$ cat src/rtl/lsu_pkg.sv
// Shared definitions for the load/store unit: access-size encodings,
// FSM state enum and the misalignment predicate.
package lsu_pkg;

  localparam logic [1:0] SIZE_WORD = 2'b00;
  localparam logic [1:0] SIZE_HALF = 2'b01;
  localparam logic [1:0] SIZE_BYTE = 2'b10;

  typedef enum logic [1:0] {
    IDLE = 2'b00,
    REQ  = 2'b01,
    WAIT = 2'b10,
    RESP = 2'b11
  } lsu_state_e;

  // Half needs 2-byte alignment, word (00 or 11) needs 4-byte alignment.
  function automatic logic is_misaligned(input logic [1:0] size,
                                         input logic [1:0] off);
    logic mis;
    mis = 1'b0;
    case (size)
      SIZE_BYTE: mis = 1'b0;
      SIZE_HALF: mis = off[0];
      SIZE_WORD: mis = (off != 2'b00);
      default:   mis = (off != 2'b00);
    endcase
    return mis;
  endfunction

endpackage

$ cat src/rtl/lsu_byte_lane.sv
// Byte-lane steering: byte enables and store-data replication toward memory,
// right-alignment of the raw read word toward the core. Purely combinational.
// Offset bits that do not apply to a size are ignored, which gives silent
// alignment of half/word accesses.
module lsu_byte_lane
  import lsu_pkg::*;
(
  input  logic [1:0]  size,
  input  logic [1:0]  off,
  input  logic [31:0] wdata,
  input  logic [31:0] rdata_raw,
  output logic [3:0]  be,
  output logic [31:0] wdata_lane,
  output logic [31:0] rdata_shift
);

  // Lane placement and right shift selected by access size
  always_comb begin
    be          = 4'b1111;
    wdata_lane  = wdata;
    rdata_shift = rdata_raw;
    case (size)
      SIZE_BYTE: begin
        be          = 4'b0001 << off;
        wdata_lane  = {4{wdata[7:0]}};
        rdata_shift = rdata_raw >> {off, 3'b000};
      end
      SIZE_HALF: begin
        be          = 4'b0011 << {off[1], 1'b0};
        wdata_lane  = {2{wdata[15:0]}};
        rdata_shift = rdata_raw >> {off[1], 4'b0000};
      end
      default: begin
        be          = 4'b1111;
        wdata_lane  = wdata;
        rdata_shift = rdata_raw;
      end
    endcase
  end

endmodule

$ cat src/rtl/load_store_unit.sv
// Load/store unit: accepts one request at a time, issues a single memory
// request (req/gnt), waits for the response/ack (rvalid), then pulses
// rsp_valid_o with right-aligned, unextended read data.
// Optional feature macro: LSU_MISALIGN_TRAP_EN (trap misaligned half/word
// accesses instead of silently aligning them).
module load_store_unit
  import lsu_pkg::*;
#(
  parameter int unsigned ADDR_W = 32
) (
  input  logic              clk_i,
  input  logic              rst_ni,
  input  logic              req_valid_i,
  output logic              req_ready_o,
  input  logic              we_i,
  input  logic [1:0]        size_i,
  input  logic              sign_extend_i,
  input  logic [ADDR_W-1:0] addr_i,
  input  logic [31:0]       wdata_i,
  output logic              mem_req_o,
  output logic              mem_we_o,
  output logic [3:0]        mem_be_o,
  output logic [ADDR_W-1:0] mem_addr_o,
  output logic [31:0]       mem_wdata_o,
  input  logic              mem_gnt_i,
  input  logic              mem_rvalid_i,
  input  logic [31:0]       mem_rdata_i,
  output logic              rsp_valid_o,
  output logic [31:0]       rdata_o,
  output logic [1:0]        trim_o,
  output logic              sign_extend_o,
  output logic              misalign_o,
  output logic              busy_o
);

  lsu_state_e        state_q, state_d;
  logic              accept;
  logic              trap;
  logic              we_q;
  logic [1:0]        size_q;
  logic              sign_q;
  logic [ADDR_W-1:0] addr_q;
  logic [31:0]       wdata_q;
  logic [31:0]       rdata_q;
  logic [3:0]        lane_be;
  logic [31:0]       lane_wdata;
  logic [31:0]       lane_rdata;

  assign req_ready_o   = (state_q == IDLE);
  assign busy_o        = (state_q != IDLE);
  assign accept        = req_valid_i & req_ready_o;
  assign rdata_o       = rdata_q;
  assign trim_o        = size_q;
  assign sign_extend_o = sign_q;

`ifdef LSU_MISALIGN_TRAP_EN
  logic mis_q;

  assign trap       = is_misaligned(size_i, addr_i[1:0]);
  assign misalign_o = mis_q & (state_q == RESP);

  // Misalignment verdict captured with the request
  always_ff @(posedge clk_i or negedge rst_ni) begin
    if (!rst_ni) begin
      mis_q <= 1'b0;
    end else if (accept) begin
      mis_q <= trap;
    end
  end
`else
  assign trap       = 1'b0;
  assign misalign_o = 1'b0;
`endif

  lsu_byte_lane u_lane (
    .size        (size_q),
    .off         (addr_q[1:0]),
    .wdata       (wdata_q),
    .rdata_raw   (mem_rdata_i),
    .be          (lane_be),
    .wdata_lane  (lane_wdata),
    .rdata_shift (lane_rdata)
  );

  // FSM state register
  always_ff @(posedge clk_i or negedge rst_ni) begin
    if (!rst_ni) begin
      state_q <= IDLE;
    end else begin
      state_q <= state_d;
    end
  end

  // Request attributes latched on acceptance; read data captured on response
  always_ff @(posedge clk_i or negedge rst_ni) begin
    if (!rst_ni) begin
      we_q    <= 1'b0;
      size_q  <= '0;
      sign_q  <= 1'b0;
      addr_q  <= '0;
      wdata_q <= '0;
      rdata_q <= '0;
    end else if (accept) begin
      we_q    <= we_i;
      size_q  <= size_i;
      sign_q  <= sign_extend_i;
      addr_q  <= addr_i;
      wdata_q <= wdata_i;
      rdata_q <= '0;
    end else if ((state_q == WAIT) && mem_rvalid_i) begin
      rdata_q <= we_q ? '0 : lane_rdata;
    end
  end

  // Next-state and memory/response outputs
  always_comb begin
    state_d     = state_q;
    mem_req_o   = 1'b0;
    mem_we_o    = 1'b0;
    mem_be_o    = '0;
    mem_addr_o  = '0;
    mem_wdata_o = '0;
    rsp_valid_o = 1'b0;
    unique case (state_q)
      IDLE: begin
        if (accept) begin
          state_d = trap ? RESP : REQ;
        end
      end
      REQ: begin
        mem_req_o   = 1'b1;
        mem_we_o    = we_q;
        mem_be_o    = lane_be;
        mem_addr_o  = {addr_q[ADDR_W-1:2], 2'b00};
        mem_wdata_o = lane_wdata;
        if (mem_gnt_i) begin
          state_d = WAIT;
        end
      end
      WAIT: begin
        if (mem_rvalid_i) begin
          state_d = RESP;
        end
      end
      RESP: begin
        rsp_valid_o = 1'b1;
        state_d     = IDLE;
      end
      default: state_d = IDLE;
    endcase
  end

endmodule

$ cat config.mk
export PLATFORM = sky130hd
export DESIGN_NAME = load_store_unit
export DESIGN_NICKNAME = d
export VERILOG_FILES = /design/src/rtl/lsu_pkg.sv /design/src/rtl/lsu_byte_lane.sv /design/src/rtl/load_store_unit.sv
export SDC_FILE = /design/constraint.sdc
export NUM_CORES = 1
export LEC_CHECK = 0
export ABC_AREA = 1
export CORE_MARGIN = 1.5
export CORE_UTILIZATION = 45
export CTS_BUF_LIST = sky130_fd_sc_hd__clkbuf_16
export DETAILED_ROUTE_END_ITERATION = 16
export GPL_ROUTABILITY_DRIVEN = 0
export HOLD_SLACK_MARGIN = 0.02
export PLACE_DENSITY_LB_ADDON = 0.3
export RECOVER_POWER = 25
export SLEW_MARGIN = 10
export SYNTH_ARGS = -nofsm -noshare
export SYNTH_HDL_FRONTEND = slang
export SYNTH_HIERARCHICAL = 1
export SYNTH_SLANG_ARGS = --single-unit
$ cat constraint.sdc
create_clock -name clk_i -period 2.8 [get_ports clk_i]
set_input_delay 0.84 -clock clk_i [delete_from_list [all_inputs] [get_ports clk_i]]
set_output_delay 0.84 -clock clk_i [all_outputs]
set_load 0.1 [all_outputs]
# Word-level counts from Yosys, hierarchy flattened
# Index checks and enable logic that the tools add are counted.
# classes
bitwise_logic	1
reduce_logical	5
n_eq_ne	8
n_shift	4
mux	16
# op_table
cell	count
2-to-1 mux 32 bit	5
one-hot mux 32 bit (2 select lines)	2
>> shifter 32 x 5 -> 32 bit	2
one-hot mux 2 bit (4 select lines)	1
one-hot mux 4 bit (2 select lines)	1
== test 2 bit (second input constant)	3
2-to-1 mux 2 bit	3
== test 2 x 1 -> 1 bit (second input constant)	2
2-to-1 mux 4 bit	1
inequality test 2 bit (second input constant)	2
nonzero test 2 bit	2
left shift 1 x 2 -> 4 bit (first input constant)	1
left shift 2 x 2 -> 4 bit (first input constant)	1
2-to-1 mux 1 bit	3
AND reduction 3 bit	1
zero test 2 bit	1
inequality test 2 x 1 -> 1 bit (second input constant)	1
AND 1 bit	1
logical AND 1 bit	1
# word_totals
word_cells	41
regBits	102
out_inout_bits	109

# Logic depth before layout (Yosys ltp)
# depth
ltp_word	5
depth_mapped	11
mapped_depth_nobuf	10

# Hierarchy
# The synthesis kept the hierarchy.
# modules_own_cells
mod	cells_per_inst	instances	seq_area_each_um2	area_per_inst_um2
load_store_unit	598	1	2552.4	4585.6
lsu_byte_lane	272	1	0.0	1285.0

# Worst setup path before layout
# OpenSTA, ideal clock, no wires.
# synth_timing
kind	register -> output
from	register size_q[0] (netlist: trim_o[0])
to	output mem_wdata_o[25]
required_ps	1960
path_buffers	2
arrival_ps	2645
path_stages_with_launch	10
path_slack_ps	-685
cell_sequence	dfrtp_1 inv_1 ha_1 buf_6 inv_8 buf_2 nand3_1 o211ai_1 nand2_1 inv_1
# synth_between
elab_chain_cells	3
word_cells_on_any_way	4
# synth_lines
element	line	rtl
from (decl)	load_store_unit.sv:40	logic [1:0] size_q;
from (signal assigned)	load_store_unit.sv:105	size_q <= size_i;
== test 2 x 1 -> 1 bit / == test 2 bit (equally long branches)	lsu_byte_lane.sv:22	case (size)
one-hot mux 32 bit (2 select lines) *	lsu_byte_lane.sv:22	
via lane_wdata[25]	load_store_unit.sv:46	logic [31:0] lane_wdata;
2-to-1 mux 32 bit *	load_store_unit.sv:124	unique case (state_q)
to (decl)	load_store_unit.sv:24	output logic [31:0] mem_wdata_o,
# The timed path passes the listed nets; every way through them passes the cells marked *.

# Worst setup path after layout
# layout_timing
from	register size_q[0] (netlist: trim_o[0])
to	output mem_wdata_o[30]
# The elaborated chain is that of the path after synthesis.

==> summary.md <==
| Metric | Value |
|---|---|
| Status | finished, violations left |
| Failing checks | negative setup slack |
| Yosys reg bits | 102 |
| Min-delay src | addr_q[5] |
| RSZ-0062 raised after global routing | yes |
| CTS H-tree lvls | 3 |
| Filler instances | 977 |
| Layout Skew | 13.4 ps |
| Final hold violations | 0 |
| Final ANT Viol Nets | 0 |
| GRT Total Usage | 26.3% |
| RR Startpoint | trim_o[0] |
| DP Worst Slack | 149 ps |
| Crit Path Class | flop to output port |
| Initial core utilization | 46.3% |
| Max-Cap Viols | 0 |
| Vias | 5,982 |
| Crit Path Max Fanout | 10 |
| Die height | 117 um |
| Layout area overhead | 56.3% |
| Worst setup margin | -26.6 ps |
| Final slew viol count | 0 |
| Reg-to-reg slack, setup | 850 ps |
| Clk sinks | 102 |
| Ports | 214 |
| Drt first-iter violations | 500 |
| Reg clk slew, reported paths | 70 ps |
| Multiplexer share of the synthesized area | 0% |
| DRC | 0 |
| Clk_lat worst skew | 360 ps |
| Via density | 4.83 |
| Layout cells sized above 1 | 21.4% |
| Post-synthesis xor/xnor area fraction | 0% |
| Antenna violations before repair | 0 |
| Slowest cell on crit path | dfrtp_4 |
| Fin crit period | 2830 ps |
| Crit-path cells | inv_4, ha_4, inv_8, nand2_4, o211ai_1, nand2_1, clkinvlp_4, buf_12 |
| Final core occ | 72.4% |
| Data required time of the worst path | 1960 ps |
| Nets@finish | 1,175 |
| Total grt overflow | 0 |
| Core Area | 0.0127 sq mm |
| WL final | 17,600 um |
| Gate Count Post-Synth | 870 |
| YS warnings | 6 |
| Slew of the pin with the lowest slew margin | 1320 ps |
| Worst R2R Path Depth | 10 |
| Vias in the first global route | 5,556 |
| Startpoint Class | flop |
| Synth Area in Compound Gates | 3.20% |
| Largest stage delay on the critical path | 520 ps |
| TritonCTS clock tree | yes |
| Register area share after synthesis | 43.5% |
| Post-synthesis adder-cell area fraction | 1.49% |
| Main combinational cell family by area after synthesis | simple AND/OR/NAND/NOR gates |
| DR WL/cell | 14.2 um |
| Port bufs | 210 |
| CP endpoint kind | output port |
| Final setup viols | 3 |
| HP Class | flop to flop |
| CTS max path bufs | 2 |
| Row Count | 41 |
| Avg Cell Area, Syn | 6.75 sq um |
| Die Span X | 117 um |
| Max transition margin | 12.2% |
| First-pass DRT Iterations | 5 |
| Min-Delay Endpoint | addr_q[5] |
| Clock Root Buffer | clkbuf_16 |
| Hold depth | 2 |
| Pin count of the biggest net entering global routing | 53 |
| Area of the die | 0.0137 sq mm |
| Netlist cell types | 24 |
| Final HPWL DP | 12,800 um |
| Post-Synthesis Cell Area | 0.00587 sq mm |
| Post-Synth Simple-Gate Area | 38.3% |
| First-pass GRT wire length | 27,700 um |
| Final Cycle Share | 101% |
| CTS buffer count | 9 |
| Worst EP arrival | 1990 ps |
| Antenna Cells | 0 |
| Max Fclk | 0.354 GHz |
| RR Endpoint | rdata_o[1] |
flip-flops by register name, summed over array words and instances (netlist names):
name / flops
trim_o: 2
we_q: 1
sign_extend_o: 1
wdata_q: 32
addr_q: 32
rdata_o: 32
state_q: 2
timing repair:
action                     4_1_cts  5_1_grt
buffers inserted                 5        1
hold buffers                     0        0
pin swaps                        5        1
cloned                           1        0
setup endpoints to repair       26       28
resized for setup               13       13
metrics by stage:
stage	TNS (ps)	std cells	hold WS, ps	instance area, sq um
final	-53.3	1239	480	9180
after global routing	-1590	1239	500	9180
after CTS	-152	1238	484	9140
after detailed placement	0	1217	465	8800
after global placement	0	1217	462	8800
after floorplan	0	872	449	6090
cells in the mapped netlist, drive strengths merged:
cell / instances / share of area (%)
conb: 1 / 0.064
o211ai: 8 / 1.0
inv: 118 / 7.7
nand4: 2 / 0.21
buf: 43 / 5.1
nand2: 446 / 29
o21a: 1 / 0.13
nand3: 74 / 6.5
ha: 7 / 1.5
nor2: 34 / 2.6
dfrtp: 102 / 43
clkbuf: 10 / 0.64
o21ai: 24 / 2.0
cell type report:
class / count / area, sq um / share of cell area (%)
clock buffer: 9 / 225 / 2.45
clock inverter: 6 / 37.5 / 0.409
inverter: 118 / 627 / 6.83
multi-input combinational: 599 / 2640 / 28.8
sequential: 102 / 2560 / 27.9
tap: 172 / 215 / 2.34
timing repair buffer: 232 / 2870 / 31.2
timing repair inverter: 1 / 6.26 / 0.0682
cells by family after synthesis:
group / Yosys count
AND/OR/NAND/NOR: 556
buffers and inverters: 171
flip-flops: 102
AO/OA/AOI/OAI: 33
adder cells (fa/ha/maj): 7
other: 1
worst max-delay path by stage:
| stage | startpoint | end |
|---|---|---|
| detailed placement | trim_o[0] | mem_wdata_o[16] |
| global placement | trim_o[0] | mem_wdata_o[21] |
| floorplan | trim_o[0] | mem_wdata_o[25] |
| CTS | trim_o[0] | mem_be_o[1] |
| global route | trim_o[0] | mem_be_o[1] |
| finish | trim_o[0] | mem_wdata_o[30] |
metal layers:
metal  share of wire [%]  vias to the layer above  GRT usage [%]
met5                   0                        -              0
met4                 2.8                        0           10.2
met3                 9.4                       36           8.50
met2                  48                      270           42.1
met1                  39                     2710           33.1
li1                    -                     2966              -
layout by cell type (no fill, tap or decap), types with 3 or more instances in the layout:
cell and n:
nand2_2 9, nand2_1 434, inv_2 4, nor2_2 4, ha_1 3, buf_12 70
clkinvlp_4 46, inv_4 4, nor2_4 4, buf_4 56, conb_1 3, o21ai_2 4
clkbuf_16 9, inv_1 65, nand2_4 3, nand3_1 72, o21ai_1 5, nor2_1 26
clkdlybuf4s50_1 103, ha_4 3, o211ai_1 8, o21ai_0 14, dfrtp_1 100
critical path, delay by kind of cell, from the launching register on:
| kind | cells | cell delay, ps |
|---|---|---|
| AND/OR/NAND/NOR | 2 | 210 |
| AO/OA/AOI/OAI | 1 | 220 |
| buffers and inverters | 4 | 440 |
| flip-flops | 1 | 520 |
| adder cells (fa/ha/maj) | 1 | 240 |
Power is left out: the tool's default activity adds up to more than one toggle a clock period on the data nets, which glitch-free logic cannot reach.
